### src/rtl/uart_word_rx.sv
// uart_word_rx: 8N1 UART receiver that packs four consecutive bytes, first byte
// in [7:0], into a 32-bit word. The word leaves through a valid/ready handshake.
// The receiver samples at mid-bit, rejects glitches and times out between bytes.
// Error flags are sticky.
// Optional feature macro: UART_WORD_RX_PARITY_EN selects 8E1 framing with a parity check.
module uart_word_rx #(
  parameter int CLKS_PER_BIT = 868,
  parameter int TIMEOUT_BITS = 20
) (
  input  logic        clk,
  input  logic        reset_n,
  input  logic        uart_rx,
  output logic [31:0] data_out,
  output logic        data_valid,
  input  logic        data_ready,
  output logic [3:0]  error_flags,
  input  logic        error_clr
);

  localparam int CW = $clog2(CLKS_PER_BIT * TIMEOUT_BITS + 1);
  localparam logic [CW-1:0] HALF_M1 = CW'(CLKS_PER_BIT / 2 - 1);
  localparam logic [CW-1:0] FULL_M1 = CW'(CLKS_PER_BIT - 1);
  localparam logic [CW-1:0] TO_LIM  = CW'(CLKS_PER_BIT * TIMEOUT_BITS);

  typedef enum logic [2:0] {S_IDLE, S_START, S_DATA, S_PARITY, S_STOP} state_t;

  state_t        state, state_nx;
  logic          rx_meta, rx_sync;
  logic [CW-1:0] cnt;
  logic [2:0]    bit_idx;
  logic [7:0]    shreg;
  logic [1:0]    byte_idx;
  logic [31:0]   word_buf;

  logic cnt_clr, cnt_inc, shift, par_chk, stop_smp, timeout;
  logic par_bad, par_err, byte_ok, frame_err, word_done, load, overrun;

  // Two-flop synchroniser; the line idles high, so reset to 1.
  always_ff @(posedge clk or negedge reset_n) begin
    if (!reset_n) begin
      rx_meta <= 1'b1;
      rx_sync <= 1'b1;
    end else begin
      rx_meta <= uart_rx;
      rx_sync <= rx_meta;
    end
  end

  // FSM state register.
  always_ff @(posedge clk or negedge reset_n) begin
    if (!reset_n) state <= S_IDLE;
    else          state <= state_nx;
  end

  // Next state and per-cycle control strobes. The shared counter also times out idle gaps.
  always_comb begin
    state_nx = state;
    cnt_clr  = 1'b0;
    cnt_inc  = 1'b0;
    shift    = 1'b0;
    par_chk  = 1'b0;
    stop_smp = 1'b0;
    timeout  = 1'b0;
    case (state)
      S_IDLE: begin
        if (!rx_sync) begin
          state_nx = S_START;
          cnt_clr  = 1'b1;
        end else if (byte_idx != 2'd0) begin
          if (cnt == TO_LIM) begin
            timeout = 1'b1;
            cnt_clr = 1'b1;
          end else begin
            cnt_inc = 1'b1;
          end
        end
      end
      S_START: begin
        if (cnt == HALF_M1) begin
          cnt_clr  = 1'b1;
          state_nx = rx_sync ? S_IDLE : S_DATA;
        end else cnt_inc = 1'b1;
      end
      S_DATA: begin
        if (cnt == FULL_M1) begin
          cnt_clr = 1'b1;
          shift   = 1'b1;
`ifdef UART_WORD_RX_PARITY_EN
          if (bit_idx == 3'd7) state_nx = S_PARITY;
`else
          if (bit_idx == 3'd7) state_nx = S_STOP;
`endif
        end else cnt_inc = 1'b1;
      end
`ifdef UART_WORD_RX_PARITY_EN
      S_PARITY: begin
        if (cnt == FULL_M1) begin
          cnt_clr  = 1'b1;
          par_chk  = 1'b1;
          state_nx = S_STOP;
        end else cnt_inc = 1'b1;
      end
`endif
      S_STOP: begin
        // Return to IDLE at mid-stop, so a start bit right after the stop bit is caught.
        if (cnt == FULL_M1) begin
          cnt_clr  = 1'b1;
          stop_smp = 1'b1;
          state_nx = S_IDLE;
        end else cnt_inc = 1'b1;
      end
      default: state_nx = S_IDLE;
    endcase
  end

`ifdef UART_WORD_RX_PARITY_EN
  assign par_err = par_chk & (rx_sync != ^shreg);

  // Remember a parity mismatch until this frame's stop bit is judged.
  always_ff @(posedge clk or negedge reset_n) begin
    if (!reset_n)     par_bad <= 1'b0;
    else if (par_chk) par_bad <= par_err;
  end
`else
  assign par_err = 1'b0;
  assign par_bad = 1'b0;
`endif

  assign byte_ok   = stop_smp & rx_sync & ~par_bad;
  assign frame_err = stop_smp & ~rx_sync;
  assign word_done = byte_ok & (byte_idx == 2'd3);
  assign load      = word_done & (~data_valid | data_ready);
  assign overrun   = word_done & data_valid & ~data_ready;

  // Bit counter, bit shifter and word assembly.
  always_ff @(posedge clk or negedge reset_n) begin
    if (!reset_n) begin
      cnt      <= '0;
      bit_idx  <= 3'd0;
      shreg    <= 8'd0;
      byte_idx <= 2'd0;
      word_buf <= 32'd0;
    end else begin
      if (cnt_clr)      cnt <= '0;
      else if (cnt_inc) cnt <= cnt + 1'b1;
      if (shift) begin
        shreg   <= {rx_sync, shreg[7:1]};
        bit_idx <= bit_idx + 3'd1;
      end
      if (timeout || frame_err || par_err) byte_idx <= 2'd0;
      else if (byte_ok)                    byte_idx <= byte_idx + 2'd1;
      if (byte_ok) word_buf[byte_idx*8 +: 8] <= shreg;
    end
  end

  // Output holding register with a valid/ready handshake.
  always_ff @(posedge clk or negedge reset_n) begin
    if (!reset_n) begin
      data_out   <= 32'd0;
      data_valid <= 1'b0;
    end else if (load) begin
      data_out   <= {shreg, word_buf[23:0]};
      data_valid <= 1'b1;
    end else if (data_ready) begin
      data_valid <= 1'b0;
    end
  end

  // Sticky error flags. A new error wins over a clear in the same cycle.
  always_ff @(posedge clk or negedge reset_n) begin
    if (!reset_n) error_flags <= 4'd0;
    else error_flags <= (error_clr ? 4'd0 : error_flags) |
                        {timeout, par_err, overrun, frame_err};
  end

endmodule

### config.mk
export PLATFORM = sky130hd
export DESIGN_NAME = uart_word_rx
export DESIGN_NICKNAME = d
export VERILOG_FILES = /design/src/rtl/uart_word_rx.sv
export SDC_FILE = /design/constraint.sdc
export NUM_CORES = 1
export LEC_CHECK = 0
export ABC_AREA = 1
export CORE_UTILIZATION = 57
export DETAILED_ROUTE_END_ITERATION = 16
export PLACE_DENSITY = 0.85
export SLEW_MARGIN = 40
export SYNTH_ARGS = -nofsm -noshare
export SYNTH_HDL_FRONTEND = slang
export SYNTH_SLANG_ARGS = --single-unit
### constraint.sdc
create_clock -name clk -period 2.3 [get_ports clk]
set_input_delay 0.46 -clock clk [delete_from_list [all_inputs] [get_ports clk]]
set_output_delay 0.46 -clock clk [all_outputs]
set_load 0.03 [all_outputs]
-- After elaboration in Yosys (flattened, before gate mapping)
Cells that the tools add are included.
- bitwise logic cells: 11
- $add $sub $neg: 4
- shift operators: 2
- multiplexer cells: 31
- equal/unequal tests: 13
- reduce and logical (&&, ||, !) cells: 8
- operators with widths (kind ; count):
    negator 5 -> 34 bit ; 1
    variable shift 8 x 34 -> 32 bit, first input constant ; 1
    variable part select 8 x 34 -> 32 bit ; 1
    bitwise mux 32 bit ; 1
    two-way mux 15 bit ; 2
    two-way mux 1 bit ; 16
    adder 15 x 1 -> 15 bit, second input constant ; 1
    equality test 15 x 10 -> 1 bit, second input constant ; 1
    equality test 15 bit, second input constant ; 1
    equality test 15 x 9 -> 1 bit, second input constant ; 1
    two-way mux 3 bit ; 5
    case mux 3 bit (4 select lines) ; 1
    inequality test 2 bit, second input constant ; 5
    nonzero test 2 bit ; 4
    AND 1 bit ; 6
    equality test 3 bit, second input constant ; 2
    two-way mux 2 bit ; 3
    case mux 1 bit (3 select lines) ; 2
    AND reduction 5 bit ; 1
    two-way mux 4 bit ; 1
    bitwise OR 4 bit ; 1
    adder 3 x 1 -> 3 bit, second input constant ; 1
    equality test 3 x 1 -> 1 bit, second input constant ; 1
    equality test 3 x 2 -> 1 bit, second input constant ; 1
    7 further kinds ; 9
- output and inout port bits: 37
- bits in registers: 102
- input bits: 5

-- Longest topological paths before layout
- depth after elaboration: 8
- gate-level depth with buffers: 13
- gate-level depth less buffers: 13

-- Worst setup path before layout
Ideal clock, no wire load.
- path kind: flip-flop to flip-flop
- start: reg byte_idx[0]
- end: reg cnt[10]
- period minus slack after synthesis: 1.754 ns
- cell stages (with the launch flop): 12
- library setup time: 0.067 ns
- arrival time: 1.687 ns
- slack: 0.546 ns
- cell sequence: dfrtp_1 > inv_1 > ha_1 > buf_2 > inv_1 > nand3_1 > inv_1 > nand2_1 > nand3_1 > clkbuf_1 > nand4_1 > nand2_1
- longest elaborated chain between the ends: 5
- elaborated cells between the ends (all ways): 9
- those cells by class: mux: 7; reduce/logical: 2
- RTL lines (element ; line ; RTL):
    start: declaration ; 32 ; logic [1:0] byte_idx;
    start signal: assignment ; 151 ; else if (byte_ok) byte_idx <= byte_idx + 2'd1;
    nonzero test 2 bit * ; 69 ; end else if (byte_idx != 2'd0) begin
    two-way mux 1 bit ; 69 ;
    two-way mux 1 bit ; 66 ; if (!rx_sync) begin
    case mux 1 bit (3 select lines) ; 64 ; case (state)
    two-way mux 15 bit or nonzero test 2 bit (tied branches) ; n/a ;
    end signal: assignment ; 145 ; else if (cnt_inc) cnt <= cnt + 1'b1;
    end: declaration ; 29 ; logic [CW-1:0] cnt;
Every way passes the cells marked *; elsewhere a longest branch is shown, timed or not.
A chain may end at the register's enable or synchronous reset.

-- Worst setup path in the final report
- start: reg cnt[0]
- end: reg data_out[23]
- longest elaborated chain between the ends: 6
- RTL lines (element ; line ; RTL):
    equality test 15 x 10 -> 1 bit ; 106 ; if (cnt == FULL_M1) begin
    two-way mux 1 bit ; 106 ;
    two-way mux 1 bit ; 64 ;
    AND 1 bit ; 129 ; assign byte_ok = stop_smp & rx_sync & ~par_bad;
    AND 1 bit ; 131 ; assign word_done = byte_ok & (byte_idx == 2'd3);
    AND 1 bit ; 132 ; assign load = word_done & (~data_valid | data_ready);
    end signal: assignment ; 162 ; data_out <= {shreg, word_buf[23:0]};
    end: declaration ; 13 ; output logic [31:0] data_out,
Every way passes these cells.

==> impl_metrics.csv <==
group,metric,value,unit
status,outcome,"completed",
logic_synthesis,synth.distinct_cells,32,
drt,drc,0,
timing,min_period_over_period,88.7,%
setup_path,worstPathArrival,2.35,ns
grt,grt_usage,25.1,%
logic_synthesis,yosysWarningCount,0,
floorplanning,num_io_pins,42,
setup_path,cp_common_cell,"nand3_1",
cts,cts_tree,"built",
logic_synthesis,ys_top_cells_by_area,"dfrtp_1 (49%), nand2_1 (16%), nand3_1 (5.4%), nand4_1 (4.5%), inv_1 (4.3%)",
drt,met1_length,4320,microns
drt,routed_wl,9670,microns
grt,grt_first_pass_wirelength,16800,microns
finish,fin_cells,716,
finish,final_core_util,68.2,%
floorplanning,start_util,59.5,%
timing,min_period,2.04,ns
drt,drt_iter0_drc,260,
power_and_ir_drop,p_sw_share,23.4,%
floorplanning,fp.dieH,92.0,microns
setup_path,cp_slowest_cell,"dfrtp_1",
timing,finalSetupViolations,0,
power_and_ir_drop,clockPowerShare,40.3,%
timing,fin_tns_setup,0,ns
floorplanning,die_area,8470,sq um
logic_synthesis,synthTopCellsByCount,"nand2_1 (200), dfrtp_1 (91), inv_1 (53)",
logic_synthesis,synth_most_common_cell,"nand2_1",
drt,vias,3918,
setup_path,slowest_delay,0.46,ns
floorplanning,die_w,92.0,microns
floorplanning,core_area,7770,sq um
drt,ant_nets,0,
finish,nets,623,
power_and_ir_drop,combinationalPowerShare,1.7,%
logic_synthesis,ys.flop_type,"dfrtp_1",
drt,routed-wl-met3,432,microns
drt,wl_per_cell,13.5,microns
timing,fmax,0.490,GHz
floorplanning,std_cell_rows,32,
drt,routed.top_layer,"met4",
power_and_ir_drop,ir_worst_vdd,0.307,mV
grt,grt_max_degree,48,
drt,first_pass_iters,5,
finish,regArea,2330,sq um
timing,skew,0.0106,ns
logic_synthesis,syn-num-nets,585,
logic_synthesis,synth.largest_area_cell,"dfrtp_1",
timing,worst_pin_slew,0.533,ns
logic_synthesis,yosysSeqAreaShare,50.4,%
finish,multi_input_area,1940,sq um
drt,met2_length,4780,microns
logic_synthesis,syn_area,4620,sq um
cts,cts_setup_buffers,0,
logic_synthesis,ys_async_sr_fraction,100,%
power_and_ir_drop,switchingPower,662,uW
grt,antenna_found_initial,0,
logic_synthesis,synth_cells,571,
setup_path,crit_path_end_kind,"flop",
power_and_ir_drop,p_int,2170,uW
logic_synthesis,syn_area_per_cell,8.09,sq um
finish,drive_above_1_share,8.63,%
min_path,hold_class,"flop to flop",
cts,cts_resized,0,
setup_path,cp_max_fo,32,
cts,cts_buffer_depth,2,
power_and_ir_drop,power-per-cell-area,534,nW/um^2
placed_design,dp.cells,699,
placed_design,io_buffers,40,
cts,htree_num_levels,3,
setup_path,crit_chain,"ha_1 > nand3_1 > nor2_2 > nand2_2 > nor2_4 > nand2_4 > nor2_8 > buf_4 > nand3_1 > nand2_1",
power_and_ir_drop,p_leak,0.00267,uW
setup_path,crit_type,"flop to flop",
timing,rsz0062_at_grt,"no",
setup_path,reg2reg_from,"cnt[0]",
logic_synthesis,synth.top_cell.area_share,49.3,%
setup_path,crit_start,"cnt[0]",
timing,slew_headroom,64.4,%
drt,vias_per_cell,5.47,
timing,slew_violations,0,
setup_path,startpoint_type,"flop",
cts,root_buffer,"clkbuf_8",
finish,diodes,0,
logic_synthesis,synth-edff-count,0,
setup_path,rrSetupSlack,0.26,ns
cts,insertion_delay,0.37,ns
timing,hold_violations,0,
grt,grt_pass1_vias,3678,
setup_path,r2r-end,"data_out[23]",
cts,clkSinkCount,93,
setup_path,critical_path.endpoint,"data_out[23]",
placed_design,hpwl,6750,microns
setup_path,r2r_cells,10,
grt,overflow,0,
power_and_ir_drop,seq_power_share,57.9,%
finish,areaGrowthSynthToFinish,14.7,%
finish,num-fill-cells,615,
cts,cts_buffers,9,
flow_run,cap_violations,0,
placed_design,gp_congestion,0.943,
logic_synthesis,synth-seq-cells,93,
cts,cts.clk_slew.worst_paths,0.10,ns
setup_path,critical_path_required,2.61,ns
## power groups by stage
stage          sequential (uW)  combinational, uW  clock, uW
2_1_floorplan             1670               5.13          0
3_3_place_gp              1670               48.4          0
3_5_place_dp              1670               49.3          0
4_1_cts                   1640               51.1       1160
5_1_grt                   1640               56.9       1220
6_report                  1640               48.6       1140
## layout by cell type (no fill, tap or decap), types with 2 or more instances in the layout
master           netlist  layout
clkdlybuf4s50_1        0      39
nand2_4                2       2
nor2_1                36      36
nand3_1               50      50
clkinv_1               2       2
o21ai_1               16      16
inv_6                  0       2
nor2_4                 3       3
a21oi_1                2       2
buf_4                  7       8
o21ai_2                8       8
inv_1                 53      53
nand2_2                7       7
o21ai_0               14      14
ha_1                   9       9
nand4_1               33      33
dfrtp_1               91      91
o22ai_1                2       2
nor2_2                 3       3
clkbuf_8               0       9
nand2_1              200     200
clkinv_2               1       2
xor2_1                 7       7
dfstp_2                2       2
## critical path, delay by kind of cell (launching register included)
kind / cells / cell delay, ns
buffers and inverters: 1 / 0.31
DFF: 1 / 0.46
adders and majority gates: 1 / 0.29
and+or+nand+nor: 8 / 0.92
## cell families (layout without fill, tap and decap cells)
| kind of cell | after synthesis | count (layout) | share of synthesized area [%] |
|---|---|---|---|
| adder cells (fa/ha/maj) | 9 | 9 | 2.44 |
| buffers and inverters | 79 | 122 | 7.59 |
| XOR/XNOR | 8 | 8 | 1.52 |
| AO/OA/AOI/OAI | 44 | 44 | 5.58 |
| other | 1 | 1 | 0.0812 |
| AND/OR/NAND/NOR | 337 | 337 | 32.3 |
| flip-flops | 93 | 93 | 50.4 |
## worst min-delay path by stage
stage | depth (start not counted) | endpoint | start
final | 0 | rx_sync | rx_meta
after global routing | 0 | rx_sync | rx_meta
after CTS | 0 | rx_sync | rx_meta
after detailed placement | 0 | rx_sync | rx_meta
after global placement | 0 | rx_sync | rx_meta
after floorplan | 0 | bit_idx[0] | reset_n
## what timing repair did
item                                    in CTS  in global routing
endpoints found under the setup margin       0                  0
hold buffers                                 1                  0
endpoints found under the hold margin       19                  0
## metal layers
layer	global-route usage [%]	up-vias
met4	8.33	0
met1	33.8	1885
met2	41.9	112
met3	3.73	14
met5	0	-
li1	-	1907
## cell type report
type | count | area share (%)
clock buffers | 9 | 2.34
well taps | 102 | 2.41
clock inverters | 7 | 1.51
flip-flops and latches | 93 | 44.0
inverters | 57 | 4.06
multi-input cells | 399 | 36.6
repair buffers | 49 | 9.07
## per-stage QoR
stage / hold WS (ns) / total power, uW / setup slack, ns / instance area (sq um)
global placement: 0.350 / 1720 / 0.289 / 5080
global route: 0.370 / 2920 / 0.0202 / 5300
detailed placement: 0.354 / 1720 / 0.266 / 5080
finish: 0.365 / 2830 / 0.259 / 5300
floorplan: 0.164 / 1680 / 0.546 / 4620
CTS: 0.367 / 2850 / 0.246 / 5300
## state kept, by name, indices dropped and copies added, names as in the netlist
register	count
word_buf	24
data_valid	1
shreg	8
cnt	15
state	3
error_flags	3
rx_meta	1
rx_sync	1
byte_idx	2
data_out	32
bit_idx	3
(Power assumes the default switching activity.)
